$ cat src/rtl/pc_sequencer.sv
// Multi-cycle fetch/decode/execute/memory/writeback sequencer for the rv32i core.
// Optional trap-and-halt on illegal encodings is enabled by defining PC_SEQ_ILLEGAL_TRAP_EN.
module pc_sequencer #(
  parameter int unsigned DATA_WIDTH = 32
) (
  input  logic                  i_clk,
  input  logic                  i_reset,
  input  logic [6:0]            i_opcode,
  input  logic [2:0]            i_funct3,
  input  logic                  i_imem_ready,
  input  logic                  i_dmem_ready,
  output logic                  o_imem_req,
  output logic                  o_ir_load,
  output logic                  o_dmem_req,
  output logic                  o_dmem_we,
  output logic                  o_reg_write,
  output logic [1:0]            o_wb_sel,
  output logic [2:0]            o_jump_type,
  output logic                  o_update_pc,
  output logic                  o_illegal,
  output logic [DATA_WIDTH-1:0] o_instr_count
);

  localparam logic [6:0] OpLui    = 7'b0110111;
  localparam logic [6:0] OpAuipc  = 7'b0010111;
  localparam logic [6:0] OpJal    = 7'b1101111;
  localparam logic [6:0] OpJalr   = 7'b1100111;
  localparam logic [6:0] OpBranch = 7'b1100011;
  localparam logic [6:0] OpLoad   = 7'b0000011;
  localparam logic [6:0] OpStore  = 7'b0100011;
  localparam logic [6:0] OpImm    = 7'b0010011;
  localparam logic [6:0] OpReg    = 7'b0110011;
  localparam logic [6:0] OpFence  = 7'b0001111;
  localparam logic [6:0] OpSystem = 7'b1110011;

  localparam logic [2:0] JtNone = 3'd0;
  localparam logic [2:0] JtIf0  = 3'd1;
  localparam logic [2:0] JtIf1  = 3'd2;
  localparam logic [2:0] JtJal  = 3'd3;
  localparam logic [2:0] JtJalr = 3'd4;
  localparam logic [2:0] JtZero = 3'd5;

  typedef enum logic [2:0] {
    S_RESET, S_FETCH, S_DECODE, S_EXEC, S_MEM, S_WB, S_UPDATE, S_HALT
  } state_e;

  state_e                r_state;
  logic                  r_imem_req;
  logic                  r_ir_load;
  logic                  r_dmem_req;
  logic                  r_dmem_we;
  logic                  r_reg_write;
  logic [1:0]            r_wb_sel;
  logic [2:0]            r_jump_type;
  logic                  r_update_pc;
  logic [DATA_WIDTH-1:0] r_instr_count;
  logic                  r_is_load;
  logic                  r_is_store;
  logic                  r_no_wb;

  logic       w_legal_op;
  logic       w_is_branch;
  logic       w_bad_f3;
  logic       w_illegal;
  logic       w_no_wb;
  logic [2:0] w_jump;
  logic [1:0] w_wb_sel;

  always_comb begin
    w_is_branch = (i_opcode == OpBranch);
    w_bad_f3    = w_is_branch && (i_funct3 == 3'b010 || i_funct3 == 3'b011);
    w_legal_op  = 1'b0;
    unique case (i_opcode)
      OpLui, OpAuipc, OpJal, OpJalr, OpBranch, OpLoad,
      OpStore, OpImm, OpReg, OpFence, OpSystem: w_legal_op = 1'b1;
      default:                                  w_legal_op = 1'b0;
    endcase
    w_illegal = !w_legal_op || w_bad_f3;

    w_jump = JtNone;
    if (!w_illegal) begin
      if (i_opcode == OpJal) begin
        w_jump = JtJal;
      end else if (i_opcode == OpJalr) begin
        w_jump = JtJalr;
      end else if (w_is_branch) begin
        // BEQ/BLT/BLTU take the branch on a true compare; BNE/BGE/BGEU on a false one.
        w_jump = i_funct3[0] ? JtIf0 : JtIf1;
      end
    end

    // Illegal encodings fall through as a NOP with no writeback.
    w_no_wb = w_illegal || w_is_branch || (i_opcode == OpStore) ||
              (i_opcode == OpFence) || (i_opcode == OpSystem);

    w_wb_sel = 2'd0;
    if (i_opcode == OpLoad) begin
      w_wb_sel = 2'd1;
    end else if (i_opcode == OpJal || i_opcode == OpJalr) begin
      w_wb_sel = 2'd2;
    end
  end

`ifdef PC_SEQ_ILLEGAL_TRAP_EN
  logic r_illegal;
`endif

  always_ff @(posedge i_clk) begin
    if (i_reset) begin
      r_state       <= S_RESET;
      r_imem_req    <= 1'b0;
      r_ir_load     <= 1'b0;
      r_dmem_req    <= 1'b0;
      r_dmem_we     <= 1'b0;
      r_reg_write   <= 1'b0;
      r_wb_sel      <= 2'd0;
      r_jump_type   <= JtZero;
      r_update_pc   <= 1'b0;
      r_instr_count <= '0;
      r_is_load     <= 1'b0;
      r_is_store    <= 1'b0;
      r_no_wb       <= 1'b0;
`ifdef PC_SEQ_ILLEGAL_TRAP_EN
      r_illegal     <= 1'b0;
`endif
    end else begin
      r_ir_load   <= 1'b0;
      r_reg_write <= 1'b0;
      r_update_pc <= 1'b0;
      unique case (r_state)
        S_RESET: begin
          // First cycle out of reset pulses update_pc to load PC = 0, then fetch.
          if (!r_update_pc) begin
            r_update_pc <= 1'b1;
            r_jump_type <= JtZero;
          end else begin
            r_imem_req <= 1'b1;
            r_state    <= S_FETCH;
          end
        end
        S_FETCH: begin
          if (i_imem_ready) begin
            r_imem_req <= 1'b0;
            r_ir_load  <= 1'b1;
            r_state    <= S_DECODE;
          end
        end
        S_DECODE: begin
          r_jump_type <= w_jump;
          r_is_load   <= (i_opcode == OpLoad) && !w_illegal;
          r_is_store  <= (i_opcode == OpStore) && !w_illegal;
          r_no_wb     <= w_no_wb;
          r_wb_sel    <= w_wb_sel;
`ifdef PC_SEQ_ILLEGAL_TRAP_EN
          if (w_illegal) begin
            r_illegal <= 1'b1;
            r_state   <= S_HALT;
          end else begin
            r_state <= S_EXEC;
          end
`else
          r_state <= S_EXEC;
`endif
        end
        S_EXEC: begin
          if (r_is_load || r_is_store) begin
            r_dmem_req <= 1'b1;
            r_dmem_we  <= r_is_store;
            r_state    <= S_MEM;
          end else if (r_no_wb) begin
            r_update_pc   <= 1'b1;
            r_instr_count <= r_instr_count + DATA_WIDTH'(1);
            r_state       <= S_UPDATE;
          end else begin
            r_reg_write <= 1'b1;
            r_state     <= S_WB;
          end
        end
        S_MEM: begin
          if (i_dmem_ready) begin
            r_dmem_req <= 1'b0;
            r_dmem_we  <= 1'b0;
            if (r_is_load) begin
              r_reg_write <= 1'b1;
              r_state     <= S_WB;
            end else begin
              r_update_pc   <= 1'b1;
              r_instr_count <= r_instr_count + DATA_WIDTH'(1);
              r_state       <= S_UPDATE;
            end
          end
        end
        S_WB: begin
          r_update_pc   <= 1'b1;
          r_instr_count <= r_instr_count + DATA_WIDTH'(1);
          r_state       <= S_UPDATE;
        end
        S_UPDATE: begin
          r_imem_req <= 1'b1;
          r_state    <= S_FETCH;
        end
        S_HALT: begin
          r_state <= S_HALT;
        end
        default: begin
          r_state <= S_RESET;
        end
      endcase
    end
  end

  assign o_imem_req    = r_imem_req;
  assign o_ir_load     = r_ir_load;
  assign o_dmem_req    = r_dmem_req;
  assign o_dmem_we     = r_dmem_we;
  assign o_reg_write   = r_reg_write;
  assign o_wb_sel      = r_wb_sel;
  assign o_jump_type   = r_jump_type;
  assign o_update_pc   = r_update_pc;
  assign o_instr_count = r_instr_count;
`ifdef PC_SEQ_ILLEGAL_TRAP_EN
  assign o_illegal     = r_illegal;
`else
  assign o_illegal     = 1'b0;
`endif

endmodule

$ cat config.mk
export PLATFORM = sky130hd
export DESIGN_NAME = pc_sequencer
export DESIGN_NICKNAME = d
export VERILOG_FILES = /design/src/rtl/pc_sequencer.sv
export SDC_FILE = /design/constraint.sdc
export NUM_CORES = 1
export LEC_CHECK = 0
export ABC_AREA = 1
export CAP_MARGIN = 25
export CORE_MARGIN = 5
export CORE_UTILIZATION = 53
export DETAILED_ROUTE_END_ITERATION = 7
export MAX_ROUTING_LAYER = met4
export PLACE_DENSITY = 0.82
export SLEW_MARGIN = 25
export SYNTH_ARGS = -nofsm -noshare
export SYNTH_HDL_FRONTEND = slang
export SYNTH_SLANG_ARGS = --single-unit
export TNS_END_PERCENT = 30
$ cat constraint.sdc
create_clock -name i_clk -period 2.7 [get_ports i_clk]
set_input_delay 0.54 -clock i_clk [delete_from_list [all_inputs] [get_ports i_clk]]
set_output_delay 0.54 -clock i_clk [all_outputs]
set_load 0.1 [all_outputs]
Yosys cells after proc, flatten, opt, wreduce, memory -nomap -nowiden
Index checks and enable logic that the tools add are counted.
{"block": "word_totals", "out_inout_bits": 44, "word_cells": 110, "in_bits": 14, "reg_bits": 49}
{"block": "op_classes", "n_addsub": 1, "muxes": 42, "n_reduce_logical": 25, "eq_ne": 28, "bitwise_logic": 1}
{"cell": "two-way mux 32 bit", "n": 4}
{"cell": "case mux 32 bit (3 select lines)", "n": 1}
{"cell": "adder 32 x 1 -> 32 bit (second input constant)", "n": 1}
{"cell": "== test 7 bit (second input constant)", "n": 4}
{"cell": "case mux 3 bit (8 select lines)", "n": 1}
{"cell": "== test 7 x 6 -> 1 bit (second input constant)", "n": 3}
{"cell": "two-way mux 3 bit", "n": 7}
{"cell": "two-way mux 1 bit", "n": 16}
{"cell": "!= test 2 bit (second input constant)", "n": 8}
{"cell": "== test 7 x 5 -> 1 bit (second input constant)", "n": 2}
{"cell": "two-way mux 2 bit", "n": 7}
{"cell": "== test 3 x 2 -> 1 bit (second input constant)", "n": 4}
{"cell": "== test 3 bit (second input constant)", "n": 4}
{"cell": "OR reduction 11 bit", "n": 1}
{"cell": "AND reduction 3 bit", "n": 3}
{"cell": "logical OR 1 bit", "n": 8}
{"cell": "== test 7 x 2 -> 1 bit (second input constant)", "n": 1}
{"cell": "== test 7 x 4 -> 1 bit (second input constant)", "n": 1}
{"cell": "case mux 1 bit (2 select lines)", "n": 3}
{"cell": "case mux 3 bit (2 select lines)", "n": 1}
{"cell": "nonzero test 3 bit", "n": 2}
{"cell": "AND reduction 5 bit", "n": 1}
{"cell": "case mux 1 bit (4 select lines)", "n": 1}
{"cell": "nonzero test 2 bit", "n": 2}
{"cell": "8 further kinds", "n": 11}

Logic depth before layout (Yosys ltp)
Gate-level depths: netlist of the first run.
{"block": "depth", "depth_word": 9, "ltp_mapped": 11, "mapped_depth_nobuf": 10}

Worst setup path after synthesis of the first run
No wires, ideal clock.
{"block": "synth_timing", "path_type": "reg-to-reg", "from": "register r_instr_count[0], in the netlist o_instr_count[0]", "to": "register r_instr_count[22], in the netlist o_instr_count[22]", "stages_incl_launch_ff": 11, "slack_ns": 0.255, "path_buffers": 0, "period_less_slack_ns": 2.445, "t_arrival_ns": 2.328, "setup_time_ns": 0.117, "required_ns": 2.583, "path_cell_list": "dfxtp_1 ha_1 nand2_1 nor2_2 nand2_1 nor2_1 nand2_1 nor2_2 nand2_1 nand2_1 nor2_1"}
{"block": "synth_between", "elab_chain_len": 4, "word_cells_on_any_way": 6, "cone_classes": "add/sub (1); mux (5)"}
{"item": "from (decl)", "line_no": "56", "rtl": "logic [DATA_WIDTH-1:0] r_instr_count;"}
{"item": "from (signal assigned)", "line_no": "172", "rtl": "r_instr_count <= r_instr_count + DATA_WIDTH'(1);"}
{"item": "from (signal assigned)", "line_no": "188", "rtl": "r_instr_count <= r_instr_count + DATA_WIDTH'(1);"}
{"item": "from (signal assigned)", "line_no": "195", "rtl": "r_instr_count <= r_instr_count + DATA_WIDTH'(1);"}
{"item": "adder 32 x 1 -> 32 bit (*)", "line_no": "172, 188, 195"}
{"item": "two-way mux 32 bit (on tied branches)", "line_no": "183, 170"}
{"item": "two-way mux 32 bit (on tied branches)", "line_no": "180, 166"}
{"item": "case mux 32 bit (3 select lines) (*)", "line_no": "130", "rtl": "unique case (r_state)"}
Mark *: on every way between the ends. The rest lies on a longest branch, timed or not. The select of a mux whose other input is x is not followed.
A chain may end at the register's enable or synchronous reset.

Worst setup path in the final report of the first run
{"block": "layout_timing", "from": "input port i_dmem_ready", "to": "register r_instr_count[7], in the netlist o_instr_count[7]"}
{"block": "layout_between", "elab_chain_len": 2}
{"item": "from (decl)", "line_no": "11", "rtl": "input logic i_dmem_ready,"}
{"item": "!= test 2 bit (no line)"}
{"item": "AND reduction 5 bit (no line)"}
Every way passes these cells.

==> results.md, run 1 <==
- Avg Cell Area, Syn: a little over 6 um^2
- P&R area growth vs syn: 20.92%
- Max VDD drop: 0.0006850 V
- Vias in the first global route: 2791
- Die area: 6807 um^2
- Largest net degree at the start of global routing: 26
- Syn Inst Count: 460
- Setup TNS: 0 ps
- Hold buffers post-CTS: 0
- Setup ws final: 680.7 ps
- Top_reg_cell synth: dfxtp_1
- Post-Synthesis Cell Area: between 2000 and 3000 um^2
- Count leader, synth: nand2_1
- Fill cell count: 499
- Share of post-route cells with drive strength above 1: 12.23%
- Die X: 82.51 um
- Dominant cells by area after synthesis: dfxtp_1, nand2_1, nor2_1
- H-Tree Level Count: 2
- Status: finished clean
- Area of the multi-input gates: around 1500 um^2
- Reg clk slew, reported paths: roughly 80 ps
- Yosys cell types: 31
- Max layer used: met4
- FFs w/ async S/R, synth: 0%
- Residual DRC: 0
- Root Driver: clkbuf_8
- FF+latch area: roughly 980 um^2
- #FFs+latches synth: just under 50
- Max Clk Rate: about 500 MHz
- Mux cell area share after synthesis: 0%
- TritonCTS Sinks: 49
- Nature of the critical path startpoint: primary input
- Final period utilization: 74.79%
- Final Util: between 60% and 70%
- Overall routing resource usage: between 20% and 30%
- Share of the synthesized area in compound gates (AO/OA/AOI/OAI): 9.744%
- First-pass GRT wire length: 11730 um
- Grt total ovfl: 0
- Max Root-Sink Buffers: 2
- R2r worst-path depth: 10
- Largest family of logic cells by synthesized area: simple AND/OR/NAND/NOR gates
- Clk Latency, worst-skew pair: roughly 300 ps
- Core Rows: 26
- Gpl congestion: 0.9058
- WL met2: 3252 um
- PortBufs: 56
- Post-Synth Simple-Gate Area: 42.07%
- Pre-CTS WS: 376.8 ps
- Drt total wl: 6724 um
- Hold WC Path Type: flip-flop to flip-flop
- Slew Limit Fails: 0
- Antenna violations before repair: 0
- Post-DP Area: 3283 um^2
- Power Dens Cells: 619.5 nW/um^2
- Placed cell count: 578
- Routed vias/inst: 5.123
- Post-synth net total: 475
- Met1 wire length: between 2000 and 3000 um
- Hpwl dp: around 5200 um
- Commonest cells in the netlist: nand2_1, nor2_1, inv_1
- Synth area leader: dfxtp_1
- ANT nets after route: 0
- Clock skew: between 5 and 6 ps
- Kind of critical path: primary input to flip-flop
- Adder-Cell Fraction of Synth Area: 0.4490%
- Vias: 2997
- Setup violators final: 0
- Core area: 5107 um^2
- WL met3: approximately 540 um
- Worst EP required: between 2000 and 3000 ps
- Routed wire length per instance: 11.49 um
- Pleak: 1.443 nW
- Max Cap Viol: 0
- Fin area: 3369 um^2
- DR iter-0 viols: 179
- Nets: 530
- Drt pass-1 iters: 5
- Final Hold Fails: 0
- CP Capture Type: flip-flop
- Synth Warn #: 0
- Hold Path Stages: 2
- Worst-path fanout max: 19
- Starting Density: 54.56%
- Sequential fraction of the synthesis area: 35.20%
- CTS tree: yes
- Final std cells w/o fill: 585
- N_diodes: 0
- Die height: 82.51 um
- I/O Pins: 58
- Critical Path AT: 2220 ps
- Post-CTS sizing: 0
- Number of synthesized flops with an enable pin: 0
- Yosys top cell area share: 35.20%
- Total CTS buffers: 5
- Tmin final: roughly 2000 ps
- Unrepaired setup endpoints after global routing: no
- Fraction of synthesized cell area in xor and xnor cells: 1.257%
- Post-CTS Setup Bufs: 0
## power breakdown
part	switching, mW	total (mW)	internal (mW)
clock network	0.228	0.432	0.204
registers	0.0735	0.869	0.795
logic	0.602	0.787	0.185
## registers in the layout, summed over array words and instances, names as in the netlist
register	count
o_dmem_req	1
o_dmem_we	1
o_imem_req	1
o_instr_count	32
o_ir_load	1
o_jump_type	3
o_reg_write	1
o_update_pc	1
o_wb_sel	2
r_is_load	1
r_is_store	1
r_no_wb	1
r_state	3
## per-layer routing
metal	vias to the layer above	track usage [%]
li1	1557	-
met1	1339	26.80
met2	90	38.06
met3	11	3.905
met4	0	6.863
met5	-	-
## cell usage in the layout (no fill, tap or decap), drive strengths merged
| master | count |
|---|---|
| xor2 | 2 |
| a21o | 1 |
| a211oi | 1 |
| nor2 | 85 |
| o21a | 1 |
| o21ai | 17 |
| and3 | 1 |
| nand4 | 13 |
| buf | 47 |
| a21oi | 28 |
| nand2 | 133 |
| nand3 | 34 |
| conb | 1 |
| clkbuf | 7 |
| inv | 63 |
| clkdlybuf4s50 | 13 |
| o21bai | 1 |
| nand3b | 1 |
| a31oi | 2 |
| and2 | 1 |
| ha | 1 |
| xnor2 | 2 |
| dfxtp | 49 |
| nor3 | 11 |
## cell families after synthesis
group	Yosys count
buffers and inverters	75
other	1
adder cells (fa/ha/maj)	1
flip-flops	49
AO/OA/AOI/OAI	51
AND/OR/NAND/NOR	279
XOR/XNOR	4
## critical path: stages
cell	delay (ps)
clkdlybuf4s50_1	470
inv_1	50
nand3_1	140
nand3_1	140
nor2_4	290
buf_4	280
nand2_1	100
o21ai_0	150
nor2_1	50
## per-stage QoR
stage / hold slack (ps) / power [mW]
3_5_place_dp: 445.5 / 1.668
3_3_place_gp: 436.2 / 1.662
5_1_grt: 485.3 / 2.220
4_1_cts: 465.5 / 2.102
2_1_floorplan: 463.4 / 1.514
6_report: 461.8 / 2.087
## final timing paths
| path | startpoint | end | slack (ps) |
|---|---|---|---|
| worst min register to register | o_wb_sel[0] | o_wb_sel[0] | 460 |
| worst max-delay path | i_dmem_ready | o_instr_count[7] | 680 |
| worst max register to register | o_instr_count[0] | o_instr_count[22] | 770 |
| worst min-delay path | o_wb_sel[0] | o_wb_sel[0] | 460 |
## cell type report
cell class                      count  share of cell area (%)
Multi-Input combinational cell    336                   44.37
Timing Repair Buffer               60                   14.33
Clock buffer                        7                   2.562
Sequential cell                    49                   29.11
Tap cell                           70                   2.599
Inverter                           63                   7.018
Note: power is estimated with default switching activity, not from simulation.
==> run 2, diff against run 1 <==
CORE_UTILIZATION = 46   (was 53)
PLACE_DENSITY = 0.76   (was 0.82)
clock period = 1.8 ns   (was 2.7 ns; I/O delays follow)
==> run 2 against run 1 <==
Flip-flop and latch count unchanged; critical endpoint is now o_instr_count[24]; register-to-register slack worse by 610 ps; final cell count increased by 2.4%; critical path depth is the same; die area up 13%; cell area increased by 21%; non-clock buffer count up 8; first-iteration DRC count increased by 30%.
==> results.md, run 2 (synthesized netlist as in run 1, its figures left out) <==
- Clk Latency, worst-skew pair: 300 ps (about the same)
- Final Hold Fails: 0 (unchanged)
- Most common cell after layout, fill and taps aside: nand2_1
- Die area: 7714 um^2 (+13%)
- Worst hold slack: 486.6 ps (+24.82 ps)
- PortBufs: 56 (unchanged)
- Net Sw Frac: 40.06% (-3.2 points)
- Tmin final: 1640 ps
- Sequential power share: 37.8% (-3.8 points)
- Worst EP required: 2040 ps (-860 ps)
- Routed vias/inst: 5.104 (-0.38%)
- Worst-path fanout max: 6 (-13)
- I/O Pins: 58 (unchanged)
- DR iter-0 viols: 232 (+30%)
- Antenna violations before repair: 0 (unchanged)
- Starting Density: 47.06% (-7.5 points)
- Slew Limit Fails: 0 (unchanged)
- Setup violators final: 0 (unchanged)
- Placed cell count: 591 (+2.2%)
- Share of post-route cells with drive strength above 1: 19.66% (+7.4 points)
- Total CTS buffers: 5 (unchanged)
- Worst-path cell chain: ha_1 -> nand2_1 -> nor2_4 -> nand2_2 -> nor2_1 -> nand3_1 -> nand2_1 -> inv_1 -> nor2_1
- P&R area growth vs syn: 46.61%
- Hpwl dp: 5496 um (+6.4%)
- Drt pass-1 iters: 5 (unchanged)
- Max VDD drop: 0.001054 V (+54%)
- Critical Path AT: 1880 ps (-340 ps)
- Hold WC Path Type: flip-flop to flip-flop
- Clk network pwr share: 22.8% (+2.1 points)
- Final std cells w/o fill: 599 (+2.4%)
- Grt total ovfl: 0 (unchanged)
- Vias in the first global route: 2934 (+5.1%)
- Kind of critical path: flip-flop to flip-flop
- Crit-path max cell delay: 390 ps (-80 ps)
- Hold buffers post-CTS: 0 (unchanged)
- Clock skew: 7.711 ps (+1.767 ps)
- Root Driver: clkbuf_8
- Vias: 3057 (+2.0%)
- CP Capture Type: flip-flop
- Overall routing resource usage: 20.70% (-1.6 points)
- Core Rows: 28 (+7.7%)
- Nets: 538 (+1.5%)
- Max Cap Viol: 0 (unchanged)
- First-pass GRT wire length: 12680 um (+8.1%)
- Final period utilization: 91.09%
- Die height: 87.83 um (+6.5%)
- Tot Pwr: 3.578 mW (+71%)
- CTS tree: yes
- NetSw: 1.433 mW (+59%)
- Reg clk slew, reported paths: 90 ps (about the same)
- Register-to-register setup slack: 160 ps (-610 ps)
- N_diodes: 0 (unchanged)
- TritonCTS Sinks: 49 (unchanged)
- Power Dens Cells: 875.9 nW/um^2 (+41%)
- H-Tree Level Count: 2 (unchanged)
- Largest net degree at the start of global routing: 33 (+27%)
- Comb power frac: 39.4% (+1.7 points)
- Die X: 87.83 um (+6.5%)
- Core area: 5921 um^2 (+16%)
- Unrepaired setup endpoints after global routing: no
- Crit-path slowest cell: dfxtp_4
- ANT nets after route: 0 (unchanged)
- Drt total wl: 7219 um (+7.4%)
- Routed wire length per instance: 12.05 um (+4.9%)
- Nature of the critical path startpoint: flip-flop
- Most frequent cells in the layout: nand2_1, nor2_1, inv_1
- Final Util: 69.00% (+3.0 points)
- Internal cell power: 2.145 mW (+81%)
- Fill cell count: 499 (unchanged)
- Max Clk Rate: 609.9 MHz
- Pleak: 1.642 nW (+14%)
- Max Root-Sink Buffers: 2 (unchanged)
- Status: finished clean
- Gpl congestion: 0.8809 (-2.7%)
- Number of flip-flops under the largest register name: 32 (unchanged)
- Residual DRC: 0 (unchanged)
## run 2: path summary, 6_finish.rpt
check	from	end	cells past startpoint
min	o_instr_count[0]	o_instr_count[0]	1
max	o_instr_count[0]	o_instr_count[24]	9
min reg2reg	o_instr_count[0]	o_instr_count[0]	1
max reg2reg	o_instr_count[0]	o_instr_count[24]	9
## run 2: timing repair
action,in CTS,in global routing
gates resized for setup,0,7
endpoints found under the setup margin,0,11
buffers inserted,0,0
## run 2: routing by layer
layer | global-route usage [%] | vias up | share of wire (%)
li1 | - | 1577 | -
met1 | 24.77 | 1363 | 43
met2 | 35.75 | 106 | 50
met3 | 3.575 | 11 | 5.8
met4 | 5.579 | 0 | 1.2
met5 | - | - | 0
## run 2: through the flow
stage	worst slack [ps]	setup TNS, ps	cell area (um^2)
4_1_cts	93.37	0	4066
5_1_grt	16.15	0	4085
2_1_floorplan	-42.39	-84.66	2824
6_report	160.4	0	4085
3_5_place_dp	-110.1	-736.7	3950
3_3_place_gp	-54.56	-178.9	3950
## run 2: area by class of cell
cell class	instances	area, um^2	area share, %
multi-input cells	336	1513	37.03
inverters	63	236.5	5.789
clock inverters	1	30.03	0.7351
clock buffers	7	86.33	2.113
repair buffers	68	1106	27.08
well taps	75	93.84	2.297
flip-flops and latches	49	1020	24.96
## run 2: power groups by stage
| stage | clock, mW | sequential [mW] | combinational, mW |
|---|---|---|---|
| 3_3_place_gp | 0 | 1.36 | 1.39 |
| 6_report | 0.814 | 1.35 | 1.41 |
| 5_1_grt | 0.879 | 1.37 | 1.51 |
| 3_5_place_dp | 0 | 1.37 | 1.40 |
| 2_1_floorplan | 0 | 1.77 | 0.511 |
| 4_1_cts | 0.821 | 1.35 | 1.41 |
## run 2: critical path: cells and delay by family (launching register included)
kind	cells	cell delay [ps]
simple gates	7	970
flops	1	390
fa+ha+maj	1	180
buf+inv	1	40
==> run 3, diff against run 2 <==
SLEW_MARGIN = 20   (was 25)
==> results of run 3 <==
No change in the layout: final DEF, timing and power equal those of run 2.
